===== config.mk =====
export PLATFORM = sky130hd
export DESIGN_NAME = icache_dm
export DESIGN_NICKNAME = d
export VERILOG_FILES = /design/src/rtl/icache_dm.sv
export SDC_FILE = /design/constraint.sdc
export NUM_CORES = 2
export LEC_CHECK = 0
export BUFFER_PORTS_ARGS = -buffer_cell sky130_fd_sc_hd__buf_4
export CORE_ASPECT_RATIO = 0.5
export CORE_MARGIN = 3
export CORE_UTILIZATION = 35
export CTS_BUF_LIST = sky130_fd_sc_hd__clkbuf_16
export CTS_CLUSTER_DIAMETER = 100
export DETAILED_ROUTE_END_ITERATION = 16
export GPL_TIMING_DRIVEN = 0
export SLEW_MARGIN = 20
export SYNTH_ARGS = -nofsm -noshare
export SYNTH_HDL_FRONTEND = slang
export SYNTH_SLANG_ARGS = --single-unit

===== constraint.sdc =====
create_clock -name clk -period 22.4 [get_ports clk]
set_clock_uncertainty 0.1 [all_clocks]
set_input_delay 3.36 -clock clk [delete_from_list [all_inputs] [get_ports clk]]
set_output_delay 3.36 -clock clk [all_outputs]
set_load 0.05 [all_outputs]

===== src/rtl/icache_dm.sv =====
// -----------------------------------------------------------------------------
// icache_dm : direct-mapped, read-only instruction cache.
//
// Serves single-word fetches from the CPU fetch stage. A hit is answered in
// the same cycle (combinational response in IDLE). A miss refills a whole
// 256-bit line from physical memory, then the still-held request hits.
//
// Ports
//   clk, rst          clock; asynchronous active-low reset
//   icache_addr/read  fetch request (address held stable until icache_resp)
//   icache_rdata/resp fetched word and its valid strobe
//   flush             single-cycle invalidate-all pulse
//   pmem_addr/read    line refill request (held until pmem_resp)
//   pmem_rdata/resp   refill line and its single-cycle completion strobe
//   hit_count         saturating count of IDLE cycles that hit
//   miss_count        saturating count of IDLE->FILL transitions
// -----------------------------------------------------------------------------
module icache_dm #(
    parameter int NUM_SETS = 8,
    parameter int CNT_W    = 32
) (
    input  logic             clk,
    input  logic             rst,
    input  logic [31:0]      icache_addr,
    input  logic             icache_read,
    output logic [31:0]      icache_rdata,
    output logic             icache_resp,
    input  logic             flush,
    output logic [31:0]      pmem_addr,
    output logic             pmem_read,
    input  logic [255:0]     pmem_rdata,
    input  logic             pmem_resp,
    output logic [CNT_W-1:0] hit_count,
    output logic [CNT_W-1:0] miss_count
);

    localparam int IDX = $clog2(NUM_SETS);
    localparam int TAG = 27 - IDX;

    typedef enum logic {IDLE, FILL} state_t;

    state_t state, state_next;

    logic [NUM_SETS-1:0] valid;
    logic [TAG-1:0]      tag_mem  [NUM_SETS];
    logic [255:0]        data_mem [NUM_SETS];

    // Line address (addr[31:5]) of the refill in progress.
    logic [26:0] fill_addr;

    logic [IDX-1:0] req_idx;
    logic [TAG-1:0] req_tag;
    logic [IDX-1:0] fill_idx;
    logic [TAG-1:0] fill_tag;
    logic [255:0]   line_sel;
    logic           hit;
    logic           hit_idle;
    logic           miss_start;
    logic           fill_done;
    logic           unused_byte_bits;

    assign req_idx  = icache_addr[5+IDX-1:5];
    assign req_tag  = icache_addr[31:5+IDX];
    assign fill_idx = fill_addr[IDX-1:0];
    assign fill_tag = fill_addr[26:IDX];
    assign line_sel = data_mem[req_idx];

    // Fetches are word-aligned; the byte offset never selects anything.
    assign unused_byte_bits = ^icache_addr[1:0];

    // The valid bit gates the compare, so unwritten tag entries never matter.
    assign hit        = icache_read & valid[req_idx] & (tag_mem[req_idx] == req_tag);
    assign hit_idle   = (state == IDLE) & hit;
    assign miss_start = (state == IDLE) & icache_read & ~hit;
    assign fill_done  = (state == FILL) & pmem_resp;

    // Invalid sets read as zero so rdata is never X after reset.
    assign icache_rdata = valid[req_idx] ? line_sel[{icache_addr[4:2], 5'b0} +: 32] : 32'h0;

    // ---------------------------------------------------------------- FSM
    // NOTE: sequential state uses non-blocking assignments so every flop
    // samples the pre-edge values regardless of block ordering.
    always_ff @(posedge clk or negedge rst) begin
        if (!rst) state <= IDLE;
        else      state <= state_next;
    end

    // NOTE: every always_comb output gets a default first; a path that
    // leaves one unassigned would infer a latch.
    always_comb begin
        state_next = state;
        case (state)
            IDLE:    if (icache_read && !hit) state_next = FILL;
            FILL:    if (pmem_resp)           state_next = IDLE;
            default: state_next = IDLE;
        endcase
    end

    always_comb begin
        icache_resp = 1'b0;
        pmem_read   = 1'b0;
        pmem_addr   = 32'h0;
        case (state)
            IDLE: icache_resp = hit;
            FILL: begin
                pmem_read = 1'b1;
                pmem_addr = {fill_addr, 5'b0};
            end
            default: ;
        endcase
    end

    // ------------------------------------------------------ storage
    always_ff @(posedge clk or negedge rst) begin
        if (!rst)            fill_addr <= '0;
        else if (miss_start) fill_addr <= icache_addr[31:5];
    end

    // Flush has priority over a coincident install: that set stays invalid.
    always_ff @(posedge clk or negedge rst) begin
        if (!rst)           valid <= '0;
        else if (flush)     valid <= '0;
        else if (fill_done) valid[fill_idx] <= 1'b1;
    end

    // NOTE: tag and data arrays are deliberately not reset; valid alone
    // decides whether their contents are meaningful.
    always_ff @(posedge clk) begin
        if (fill_done) begin
            tag_mem[fill_idx]  <= fill_tag;
            data_mem[fill_idx] <= pmem_rdata;
        end
    end

    // ------------------------------------------------------ counters
    always_ff @(posedge clk or negedge rst) begin
        if (!rst) begin
            hit_count  <= '0;
            miss_count <= '0;
        end else begin
            if (hit_idle && hit_count != '1)    hit_count  <= hit_count + CNT_W'(1);
            if (miss_start && miss_count != '1) miss_count <= miss_count + CNT_W'(1);
        end
    end

endmodule


==> flow_summary.toml <==
[clocking]
ctsHtreeMaxLevel = 4
clockBufferDepth = 4
post_cts_buffers = 0
cts-buffers-inserted = 219
clk_latency_ns = 0.86
cts_tree = "built"
post_cts_resize_count = 0
cts.clk_slew.worst_paths_ns = 0.06
ctsHoldBuffers = 0
cts_sinks = 2340
cts_root_buf = "clkbuf_16"

[placed_design]
dpl_cell_area_sq_um = 101000
io_buffers = 409
dp.cells = 7713
place_congestion = 0.805
dp_slack_ns = 10.44
hpwl_mm = 168

[pwr]
powerDensity_nw_per_um2 = 87.7
p_leak_nw = 35.1
worst_ir_drop_vdd_mv = 0.0656
power_mw = 9.48

[worst_setup_path]
worstPathRequired_ns = 18.94
r2r_cells = 11
cp_common_cell = "buf_2"
worstSetupEndpointType = "primary output"
cp_data_arrival_time_ns = 8.52
critPathKind = "input pin to primary output"
cp_max_fo = 10
r2r_start = "state"
start_kind = "input pin"
path_depth = 12
worst-path-buf-inv = 8
cpPeakStageDelay_ns = 0.92
crit_chain = "buf_4 > buf_6 > buf_2 > buf_2 > buf_2 > buf_2 > buf_1 > mux4_2 > mux4_2 > mux2i_1 > a211oi_1 > buf_4"
critical_path.top_delay_family = "buffers and inverters"
slowest_stage = "a211oi_1"
startpoint = "icache_addr[6]"

[grt]
antenna_found_initial = 78
grt_pass1_wl_mm = 341
grt_max_degree = 101
groute.usage.overall_pct = 18.1
overflow = 0
grt_pass1_vias = 44800

[timing]
timing.final.crit_period_ns = 11.98
setup_viol = 0
tns_ns = 0
relSlewSlack_pct = 19.3
tightest_slew_ns = 1.21
whs_ns = 0.399
post-route-period-util_pct = 53.5
hold_viol_final = 0
maxSlewViolCount = 0
rsz0062_at_grt = "false"
worst_slack_ns = 10.42
fmax_mhz = 83.5

[detailed_routing]
routedWlPerCell_um = 29.7
wirelength_mm = 242
via_per_inst = 5.33
dr.first_iter.drc_count = 4739
dr.pass1.iters = 5
dr_total_vias = 43400
drc = 0
ant_nets = 0

[synth]
synthTopCellsByArea = "edfxtp_1, mux4_2, dfrtp_1"
async_flop_share_pct = 4.27
synth_common_cells = "edfxtp_1, mux4_2, dfrtp_1, clkbuf_1, buf_2"
synth_area_sq_um = 90100
synth-warning-count = 0
yosys.cell_types.count = 56
synth_top_area_share_pct = 74.7
syn_avg_cell_area_sq_um = 24.0
synth_edf_count = 2240
ys_ff_latch = 2340
synthMostInstantiatedCell = "edfxtp_1"
synth_flop_cell = "edfxtp_1"
ys_seq_area_share_pct = 77.5
syn_inst = 3760
yosysTopAreaCell = "edfxtp_1"

[die]
initial_utilization_pct = 35.5
core_sq_um = 254000
die_h_um = 365
io_pins = 423
die_x_um = 723
die-area_sq_um = 264000
rows = 130

[layout]
drive_gt1_share_pct = 36.3
syn_to_final_growth_pct = 20.0
layout.nets = 4864
fin_cells = 8143
design_area_sq_um = 108000
final_util_pct = 42.6

[status]
status = "completed"

[flow_run]
maxCapViolations = 0

[hold_path]
hold_path_startpoint = "hit_count[12]"
hold_path_class = "flop to flop"
hold_depth = 1
## layout make-up
class | instances | area (sq um)
sequential | 2340 | 69800
timing repair buffer | 584 | 6680
clock inverter | 176 | 1400
fill | 21400 | 146000
inverter | 2 | 7.51
tap | 3366 | 4210
buffer | 196 | 947
antenna | 34 | 85.1
multi-input combinational | 1226 | 19500
clock buffer | 219 | 5480
## routing by layer
layer / track usage [%] / vias to the layer above / share of wire (%)
met5: 0 / - / 0.036
met4: 5.21 / 14 / 3.0
met3: 3.03 / 388 / 6.0
met2: 32.3 / 1524 / 53
met1: 22.7 / 23700 / 38
li1: - / 17800 / -
## worst reg2reg max path, delay by kind of cell (launching register included)
kind                   cells  cell delay (ns)
buffers and inverters      9             1.88
AND/OR/NAND/NOR            2             0.94
flip-flops                 1             0.35
## flip-flops by register name, indices dropped and copies added, names as in the netlist
name        count
fill_addr      27
data_mem     2048
hit_count      32
valid           8
tag_mem       192
miss_count     32
state           1
## worst paths after layout
path | endpoint | slack [ns]
min in group asynchronous | fill_addr[23] | 2.49
setup / recovery | icache_rdata[3] | 10.42
hold / removal | hit_count[12] | 0.40
setup reg to reg | data_mem[0][24] | 18.80
max in group asynchronous | miss_count[16] | 19.00
hold reg to reg | hit_count[12] | 0.40
## where the power goes
| group | switching, mW | internal, mW |
|---|---|---|
| clock | 1.59 | 2.03 |
| combinational | 0.470 | 0.333 |
| sequential | 0.0690 | 4.98 |
| total | 2.13 | 7.34 |
## kinds of logic after synthesis
family | after synthesis | synth area share [%]
muxes | 783 | 18.3
and+or+nand+nor | 293 | 1.89
AOI/OAI and AO/OA | 67 | 0.546
adders and majority gates | 2 | 0.0278
buffers and inverters | 198 | 1.04
other | 1 | 0.00416
xor gates and xnor gates | 76 | 0.739
DFF | 2340 | 77.5
## layout by cell type (no fill, tap or decap), types with 6 or more instances in the layout
| cell type | count |
|---|---|
| and2_1 | 38 |
| buf_8 | 42 |
| nor2_4 | 6 |
| bufinv_16 | 22 |
| buf_12 | 63 |
| nand2_1 | 32 |
| a211oi_1 | 34 |
| a22oi_1 | 6 |
| diode_2 | 34 |
| dfrtp_1 | 100 |
| edfxtp_1 | 2240 |
| buf_16 | 57 |
| buf_6 | 20 |
| clkinv_2 | 48 |
| mux2i_1 | 54 |
| clkbuf_1 | 65 |
| nand3_1 | 30 |
| clkbuf_2 | 11 |
| a22o_1 | 6 |
| and4_1 | 6 |
| nand4_1 | 40 |
| xnor2_1 | 59 |
| inv_1 | 40 |
| and3_1 | 28 |
| clkinv_1 | 51 |
| nor2b_1 | 38 |
| o21ai_0 | 6 |
| clkinvlp_4 | 8 |
| buf_2 | 74 |
| nor2_1 | 35 |
| nand2b_1 | 9 |
| mux4_2 | 687 |
| buf_1 | 24 |
| clkbuf_16 | 219 |
| buf_4 | 423 |
| xor2_1 | 17 |
| mux2_2 | 21 |
| mux2_1 | 20 |
Note: power is estimated with default switching activity, not from simulation.
